[src/rtl/uart_pkg.sv]
// Shared constants and idle-detector state encoding for the UART receive controller.
package uart_pkg;

  localparam int BYTE_W        = 8;
  localparam int DIV_W_DEFAULT = 16;
  localparam int TICKS_PER_BIT = 16;

  typedef enum logic {
    IDLE_DISARMED = 1'b0,
    IDLE_ARMED    = 1'b1
  } idle_state_e;

  // Number of oversample ticks that make up the quiet-line window.
  function automatic int idle_limit(input int idle_bits);
    return idle_bits * TICKS_PER_BIT;
  endfunction

endpackage

[src/rtl/uart_byte_fifo.sv]
// First-word fall-through byte FIFO; a push into a full FIFO is only taken when a pop frees a slot.
module uart_byte_fifo
  import uart_pkg::*;
#(
  parameter  int DEPTH = 16,
  localparam int AW    = $clog2(DEPTH),
  localparam int CW    = AW + 1
) (
  input  logic              clk_in,
  input  logic              rst,
  input  logic              push,
  input  logic [BYTE_W-1:0] push_data,
  input  logic              pop,
  output logic [BYTE_W-1:0] head_data,
  output logic              not_empty,
  output logic [CW-1:0]     count,
  output logic              drop
);

  logic [AW-1:0]     wr_ptr_q, wr_ptr_d;
  logic [AW-1:0]     rd_ptr_q, rd_ptr_d;
  logic [CW-1:0]     count_q, count_d;
  logic [BYTE_W-1:0] mem_q [DEPTH];
  logic [BYTE_W-1:0] mem_d [DEPTH];
  logic              empty;
  logic              full;
  logic              pop_ok;
  logic              push_ok;

  assign empty   = (count_q == '0);
  assign full    = (count_q == CW'(DEPTH));
  assign pop_ok  = pop && !empty;
  assign push_ok = push && (!full || pop_ok);

  always_comb begin
    wr_ptr_d = wr_ptr_q;
    rd_ptr_d = rd_ptr_q;
    count_d  = count_q;
    mem_d    = mem_q;
    if (push_ok) begin
      mem_d[wr_ptr_q] = push_data;
      wr_ptr_d        = wr_ptr_q + 1'b1;
    end
    if (pop_ok) begin
      rd_ptr_d = rd_ptr_q + 1'b1;
    end
    case ({push_ok, pop_ok})
      2'b10:   count_d = count_q + 1'b1;
      2'b01:   count_d = count_q - 1'b1;
      default: count_d = count_q;
    endcase
  end

  always_ff @(posedge clk_in) begin
    if (rst) begin
      wr_ptr_q <= '0;
      rd_ptr_q <= '0;
      count_q  <= '0;
    end else begin
      wr_ptr_q <= wr_ptr_d;
      rd_ptr_q <= rd_ptr_d;
      count_q  <= count_d;
    end
  end

  // Storage needs no reset: the head is masked whenever the FIFO is empty.
  always_ff @(posedge clk_in) begin
    mem_q <= mem_d;
  end

  assign head_data = empty ? '0 : mem_q[rd_ptr_q];
  assign not_empty = !empty;
  assign count     = count_q;
  assign drop      = push && full && !pop_ok;

endmodule

[src/rtl/uart_rx_ctrl.sv]
// UART receive controller: 16x oversample tick divider, receive byte FIFO with sticky
// overrun flag, and an idle-line detector that fires once after a quiet period.
module uart_rx_ctrl
  import uart_pkg::*;
#(
  parameter  int FIFO_DEPTH = 16,
  parameter  int DIV_W      = DIV_W_DEFAULT,
  parameter  int IDLE_BITS  = 4,
  localparam int CNT_W      = $clog2(FIFO_DEPTH) + 1
) (
  input  logic              clk_in,
  input  logic              rst,
  input  logic              cfg_en,
  input  logic [DIV_W-1:0]  cfg_div,
  output logic              rx_en,
  input  logic              rx_finish,
  input  logic [BYTE_W-1:0] rx_data,
  output logic              m_valid,
  input  logic              m_ready,
  output logic [BYTE_W-1:0] m_data,
  output logic [CNT_W-1:0]  fifo_count,
  output logic              overrun,
  input  logic              ovr_clr,
  output logic              idle_timeout
);

  localparam int IDLE_LIMIT = idle_limit(IDLE_BITS);
  localparam int IW         = $clog2(IDLE_LIMIT + 1);

  logic [DIV_W-1:0] div_cnt_q, div_cnt_d;
  logic             rx_en_q, rx_en_d;
  logic             overrun_q, overrun_d;
  idle_state_e      state_q, state_d;
  logic [IW-1:0]    idle_cnt_q, idle_cnt_d;
  logic             idle_timeout_q, idle_timeout_d;
  logic             fifo_drop;
  logic             fifo_not_empty;

  uart_byte_fifo #(
    .DEPTH (FIFO_DEPTH)
  ) u_fifo (
    .clk_in    (clk_in),
    .rst       (rst),
    .push      (rx_finish),
    .push_data (rx_data),
    .pop       (m_ready),
    .head_data (m_data),
    .not_empty (fifo_not_empty),
    .count     (fifo_count),
    .drop      (fifo_drop)
  );

  assign m_valid = fifo_not_empty;

  // The tick is registered, so a terminal count seen in one cycle shows up on rx_en the next;
  // this gives exactly cfg_div+1 cycles from enable (or reset release) to the first tick.
  always_comb begin
    div_cnt_d = '0;
    rx_en_d   = 1'b0;
    if (cfg_en) begin
      if (div_cnt_q >= cfg_div) begin
        rx_en_d = 1'b1;
      end else begin
        div_cnt_d = div_cnt_q + 1'b1;
      end
    end
  end

  // A fresh drop outranks a clear so no overrun event is ever lost.
  always_comb begin
    overrun_d = overrun_q;
    if (fifo_drop) begin
      overrun_d = 1'b1;
    end else if (ovr_clr) begin
      overrun_d = 1'b0;
    end
  end

  // Any received byte (kept or dropped) counts as line activity and restarts the quiet window.
  always_comb begin
    state_d        = state_q;
    idle_cnt_d     = idle_cnt_q;
    idle_timeout_d = 1'b0;
    if (!cfg_en) begin
      state_d    = IDLE_DISARMED;
      idle_cnt_d = '0;
    end else begin
      case (state_q)
        IDLE_DISARMED: begin
          if (rx_finish) begin
            state_d    = IDLE_ARMED;
            idle_cnt_d = '0;
          end
        end
        IDLE_ARMED: begin
          if (rx_finish) begin
            idle_cnt_d = '0;
          end else if (rx_en_q) begin
            if (idle_cnt_q == IW'(IDLE_LIMIT - 1)) begin
              idle_timeout_d = 1'b1;
              state_d        = IDLE_DISARMED;
              idle_cnt_d     = '0;
            end else begin
              idle_cnt_d = idle_cnt_q + 1'b1;
            end
          end
        end
        default: begin
          state_d    = IDLE_DISARMED;
          idle_cnt_d = '0;
        end
      endcase
    end
  end

  always_ff @(posedge clk_in) begin
    if (rst) begin
      div_cnt_q      <= '0;
      rx_en_q        <= 1'b0;
      overrun_q      <= 1'b0;
      state_q        <= IDLE_DISARMED;
      idle_cnt_q     <= '0;
      idle_timeout_q <= 1'b0;
    end else begin
      div_cnt_q      <= div_cnt_d;
      rx_en_q        <= rx_en_d;
      overrun_q      <= overrun_d;
      state_q        <= state_d;
      idle_cnt_q     <= idle_cnt_d;
      idle_timeout_q <= idle_timeout_d;
    end
  end

  assign rx_en        = rx_en_q;
  assign overrun      = overrun_q;
  assign idle_timeout = idle_timeout_q;

endmodule
[config.mk]
export PLATFORM = sky130hd
export DESIGN_NAME = uart_rx_ctrl
export DESIGN_NICKNAME = d
export VERILOG_FILES = /design/src/rtl/uart_pkg.sv /design/src/rtl/uart_byte_fifo.sv /design/src/rtl/uart_rx_ctrl.sv
export SDC_FILE = /design/constraint.sdc
export NUM_CORES = 1
export LEC_CHECK = 0
export BUFFER_PORTS_ARGS = -buffer_cell sky130_fd_sc_hd__buf_2
export CORE_MARGIN = 3
export CORE_UTILIZATION = 40
export CTS_CLUSTER_DIAMETER = 60
export DETAILED_ROUTE_END_ITERATION = 10
export RECOVER_POWER = 100
export SYNTH_ARGS = -nofsm -noshare
export SYNTH_HDL_FRONTEND = slang
export SYNTH_SLANG_ARGS = --single-unit
[constraint.sdc]
create_clock -name clk_in -period 3.5 [get_ports clk_in]
set_input_delay 0 -clock clk_in [delete_from_list [all_inputs] [get_ports clk_in]]
set_output_delay 0 -clock clk_in [all_outputs]
set_load 0.02 [all_outputs]
Word-level counts from Yosys, hierarchy flattened
Index checks and enable logic that the tools add are counted.

word-level totals
  input bits = 30
  bits in writable memories = 0
  bits in latches = 0
  memories = 0
  word-level logic and storage cells = 84
  memory bits (read-only) = 0
  output and inout port bits = 17
  register bits after elaboration = 168

cells by class
  reductions and logical operators = 16
  magnitude comparators = 4
  multiplexer cells = 22
  $add $sub $neg = 6
  $mul = 0
  bitwise gates (word level) = 5
  div/mod/pow operators = 0
  shifts and indexed selects = 0
  equality and inequality tests = 6

operators with widths
  kind                     number
  $bwmux W128              1
  $bmux W8 S4              1
  $demux W8 S4             1
  $mux W8                  4
  $mux W7                  4
  $add A16 B1 Y16 const B  1
  $ge A16 B16 Y1           1
  $pmux W7 S2              1
  $ge A5 B5 Y1 const B     2
  $not A4 Y5               2
  $pmux W5 S2              1
  $add A4 B1 Y4 const B    2
  $mux W1                  8
  $add A7 B1 Y7 const B    1
  $eq A7 B6 Y1 const B     1
  $add A5 B1 Y5 const B    1
  $eq A5 B5 Y1 const B     1
  $logic_and A1 B1 Y1      5
  $logic_not A5 Y1         1
  $lt A5 B1 Y1 const B     1
  $reduce_or A5 Y1         1
  $sub A5 B1 Y5 const B    1
  $reduce_bool A2 Y1       2
  $logic_not A1 Y1         3
  10 further kinds         12

Logic depth before layout (Yosys ltp)
  word-level depth = 7
  gate-level depth with buffers = 13

Cells and area by module
From an unflattened synthesis, not the netlist that was laid out.

unflattened totals
  cell total of the unflattened synthesis = 506
  area total of the unflattened synthesis = 7465.9 um^2

modules (own cells, without submodules)
  module          cells each  times used  sequential area each (um^2)  area each (um^2)
  uart_byte_fifo  326         1           4103.9                       5858.1
  uart_rx_ctrl    180         1           540.5                        1607.8

Worst setup path after synthesis
No wires, ideal clock.

  path type = flip-flop to flip-flop
  start = register u_fifo.count_q[1] (netlist: u_fifo.count[1])
  end = register u_fifo.count_q[4] (netlist: u_fifo.count[4])
  data required time = 3372 ps
  arrival time = 2596 ps
  period minus slack after synthesis = 2723 ps
  buffers on the path = 2
  setup time = 128 ps
  cell stages (with the launch flop) = 13
  path slack = 777 ps
  cells stage by stage = dfxtp_1 buf_2 nor4_4 a21oi_1 ha_1 clkbuf_1 xor2_1 ha_1 a21oi_1 a211o_1 a31oi_1 xnor2_1 nor2_1

on the way
  word-level cells in the longest chain between the ends = 7
  elaborated cells on any way between the ends = 13
  those cells by class = 2 x add/sub; 3 x eq/ne; 1 x mux; 7 x reduce/logical

ends and longest elaborated chain
  item                                               RTL line              source
  start: declaration                                 uart_byte_fifo.sv:22  logic [CW-1:0] count_q, count_d;
  start signal: assignment                           uart_byte_fifo.sv:62  count_q <= count_d;
  $logic_not A5 Y1 *                                 uart_byte_fifo.sv:30  assign empty = (count_q == '0);
  $logic_not A1 Y1 *                                 uart_byte_fifo.sv:32  assign pop_ok = pop && !empty;
  $logic_and A1 B1 Y1 *                              uart_byte_fifo.sv:32
  net u_fifo.pop_ok                                  uart_byte_fifo.sv:27  logic pop_ok;
  $logic_or A1 B1 Y1                                 uart_byte_fifo.sv:33  assign push_ok = push && (!full || pop_ok);
  $logic_and A1 B1 Y1                                uart_byte_fifo.sv:33
  $eq A2 B1 Y1 or $eq A2 B2 Y1 (tied branches)       uart_byte_fifo.sv:47  case ({push_ok, pop_ok})
  $pmux W5 S2 or $reduce_bool A2 Y1 (tied branches)  n/a

The timed path passes the listed nets; every way through them passes the cells marked *.
A chain may end at the register's enable or synchronous reset.

Worst setup path in the final report
  start = register u_fifo.count_q[2] (netlist: u_fifo.count[2])
  end = register u_fifo.count_q[4] (netlist: u_fifo.count[4])

Same word-level chain as after synthesis.

==> impl_metrics.json <==
{
  "r2r_slack_ps": 610,
  "syn_to_final_growth_pct": 15.60,
  "grt_antenna_before_repair": 0,
  "routed_wl_microns": 14640,
  "placed_cells": 748,
  "ys_top_cells_by_count": "128 x edfxtp_1, 60 x nor2_1, 40 x dfxtp_1, 32 x mux4_2, 27 x ha_1",
  "numPortBuffers": 46,
  "tns_ps": 0,
  "period_minus_slack_ps": 2894,
  "maxCapViolations": 0,
  "grt_pass1_vias": 4288,
  "cts_tree": "done",
  "grt_setup_unrepaired": "false",
  "rows": 48,
  "die_area_sq_mm": 0.01976,
  "synth_top_area_share_pct": 53.07,
  "min_path_cells": 5,
  "core-area_sq_mm": 0.01754,
  "critical_path.cell_chain": "nor4_4 > a21oi_1 > ha_1 > xor2_1 > ha_1 > a21oi_1 > a211o_1 > a31oi_1 > xnor2_1 > nor2_1",
  "grt-ovfl-total": 0,
  "path_delay_family": "compound AO/OA/AOI/OAI gates",
  "numCtsBuffers": 17,
  "yosysSeqAreaShare_pct": 64.12,
  "drt_first_iter_violations": 244,
  "synth.most_common_cell": "edfxtp_1",
  "avgRoutedWirePerCell_microns": 18.44,
  "instances_no_fill": 794,
  "worstPathMaxFanout": 10,
  "ys_warn_count": 0,
  "cts_max_level": 4,
  "synth-async-reset-ratio_pct": 0,
  "vias": 4138,
  "synth_edf_count": 128,
  "crit_type": "reg -> reg",
  "worstHoldEndpoint": "u_fifo.wr_ptr_q[0]$_SDFFE_PP0P_",
  "fmax_mhz": 345.5,
  "hp-class": "in -> reg",
  "grt_use_total_pct": 15.45,
  "max_slew.worst_pin.slew_ps": 955.6,
  "grt_max_degree": 27,
  "ant_nets": 0,
  "path_buf_inv": 0,
  "power.leakage_nw": 2.789,
  "status": "complete, no violations",
  "drive_above_1_share_pct": 15.82,
  "cts_root_buffer": "clkbuf_16",
  "synthCells": 492,
  "clk_path_buf_depth": 2,
  "cp_slowest_cell": "dfxtp_1",
  "worstSkewPairLatency_ps": 420,
  "post_cts_resized": 0,
  "finalHoldViolCount": 0,
  "synth_cell_types": 45,
  "initial_core_util_pct": 41.30,
  "antennaDiodeCount": 0,
  "end_kind": "flop",
  "drc": 0,
  "setup_viol": 0,
  "critPathMaxStageDelay_ps": 530,
  "finClkSkew_ps": 8.834,
  "synth-main-ff-cell": "edfxtp_1",
  "final_nets": 613,
  "power.density_mw_per_mm2": 637.6,
  "period_share_pct": 82.69,
  "die_w_microns": 140.6,
  "avgSynthCellArea_sq_um": 14.72,
  "rr_startpoint": "u_fifo.count[2]$_SDFFE_PP0P_",
  "final_max_slew_viol_count": 0,
  "drtPass1Iterations": 4,
  "synth_top_area_cell": "edfxtp_1",
  "die_y_microns": 140.6,
  "synth.cell_area_sq_mm": 0.007243,
  "crit_arrival_ps": 3180,
  "relSlewSlack_pct": 36.21,
  "min_from": "m_ready",
  "r2r_cells": 10,
  "dp_hpwl_microns": 9735,
  "synth-seq-cells": 168,
  "cp.required_ps": 3780,
  "cp-start-kind": "flop",
  "pin_count": 47,
  "worstReg2RegEnd": "u_fifo.count[4]$_SDFFE_PP0P_",
  "grt_pass1_wl_microns": 23290,
  "peakVddDrop_v": 0.0003626,
  "synth_nets": 549,
  "viasPerCell": 5.212,
  "synth_area_leaders": "edfxtp_1 53%, dfxtp_1 11%, mux4_2 9.9%",
  "gp_congestion": 0.8232,
  "cts.sinks": 168,
  "clk_pin_slew_ps": 60
}
## worst max-delay path by stage
stage / from / endpoint / slack, ps / cells past startpoint
6_report: u_fifo.count[2]$_SDFFE_PP0P_ / u_fifo.count[4]$_SDFFE_PP0P_ / 610 / 10
5_1_grt: u_fifo.count[1]$_SDFFE_PP0P_ / u_fifo.count[4]$_SDFFE_PP0P_ / 350 / 10
4_1_cts: u_fifo.count[1]$_SDFFE_PP0P_ / u_fifo.count[4]$_SDFFE_PP0P_ / 660 / 10
3_5_place_dp: u_fifo.count[1]$_SDFFE_PP0P_ / u_fifo.count[4]$_SDFFE_PP0P_ / 690 / 10
3_3_place_gp: u_fifo.count[1]$_SDFFE_PP0P_ / u_fifo.count[4]$_SDFFE_PP0P_ / 790 / 9
2_1_floorplan: u_fifo.count[1]$_SDFFE_PP0P_ / u_fifo.count[4]$_SDFFE_PP0P_ / 780 / 12
## power breakdown
group / switching, mW / total (mW) / internal [mW]
Clock: 0.772 / 1.83 / 1.06
Combinational: 0.675 / 1.18 / 0.503
Sequential: 0.116 / 2.33 / 2.21
Total: 1.56 / 5.34 / 3.78
## stage by stage
stage	cell area, sq um	hold slack (ps)	power [mW]	util, %	setup slack [ps]
floorplan	7243	98.87	3.227	-	776.6
global route	8373	192.5	5.585	47.75	353.3
CTS	8441	159.7	5.431	48.13	661.5
global placement	7724	264.7	3.555	44.04	792.7
detailed placement	7724	272.3	3.586	44.04	686.6
finish	8373	174.7	5.338	47.75	605.7
## per-layer routing
metal | up-vias | global-route usage (%) | part of all wire [%]
li1 | 1967 | - | -
met1 | 2086 | 19.96 | 45
met2 | 74 | 26.08 | 51
met3 | 11 | 3.721 | 2.9
met4 | 0 | 4.386 | 1.0
met5 | - | 0 | 0
## placed cells by master (no fill, tap or decap), types with 2 or more instances in the layout
cell	Yosys	layout
edfxtp_1	128	128
nor2_1	60	60
dfxtp_1	40	40
mux4_2	32	32
clkbuf_1	8	32
ha_1	27	27
inv_1	24	24
nand2_1	24	24
buf_2	5	20
mux2i_1	18	18
clkbuf_16	0	17
a21oi_1	16	16
xor2_1	16	16
dlygate4sd3_1	0	14
nand4_1	11	12
xnor2_1	10	10
nand2b_1	9	9
o22ai_1	9	9
nor3_1	8	8
nand3_1	8	8
inv_6	0	5
o21ai_0	4	4
clkinvlp_4	0	3
nor4_4	2	2
a311oi_1	2	2
nor3b_1	2	2
a31oi_1	2	2
bufinv_16	0	2
buf_12	0	2
## final cells by class
type / instances / area (sq um)
clock buffer: 19 / 432.9
clock inverter: 13 / 143.9
fill: 1543 / 9164
inverter: 24 / 90.09
multi-input combinational: 278 / 2380
sequential: 168 / 4644
tap: 225 / 281.5
timing repair buffer: 67 / 400.4
## state kept, by name, summed over array words and instances, names as in the netlist
register and count:
u_fifo.mem_q 128, div_cnt_q 16, idle_cnt_q 7, u_fifo.count 5, u_fifo.rd_ptr_q 4, u_fifo.wr_ptr_q 4, idle_timeout 1, overrun 1
rx_en 1, state_q 1
## cells by family after synthesis
kind of cell,Yosys count,synth area share [%]
flops,168,64.12
simple gates,133,9.121
mux,50,12.44
buf+inv,46,2.764
compound gates,42,3.749
fa+ha+maj,27,4.664
xor+xnor,26,3.144
## worst register-to-register path, cell delays in order, from the launching register on
cell,delay [ps]
dfxtp_1,530
nor4_4,120
a21oi_1,460
ha_1,470
xor2_1,200
ha_1,190
a21oi_1,90
a211o_1,300
a31oi_1,200
xnor2_1,150
nor2_1,50
## what timing repair did
item                      in CTS  in global routing
setup buffers                  0                  0
hold endpoints to repair     143                  0
hold buffers                  14                  0
(Power assumes the default switching activity.)
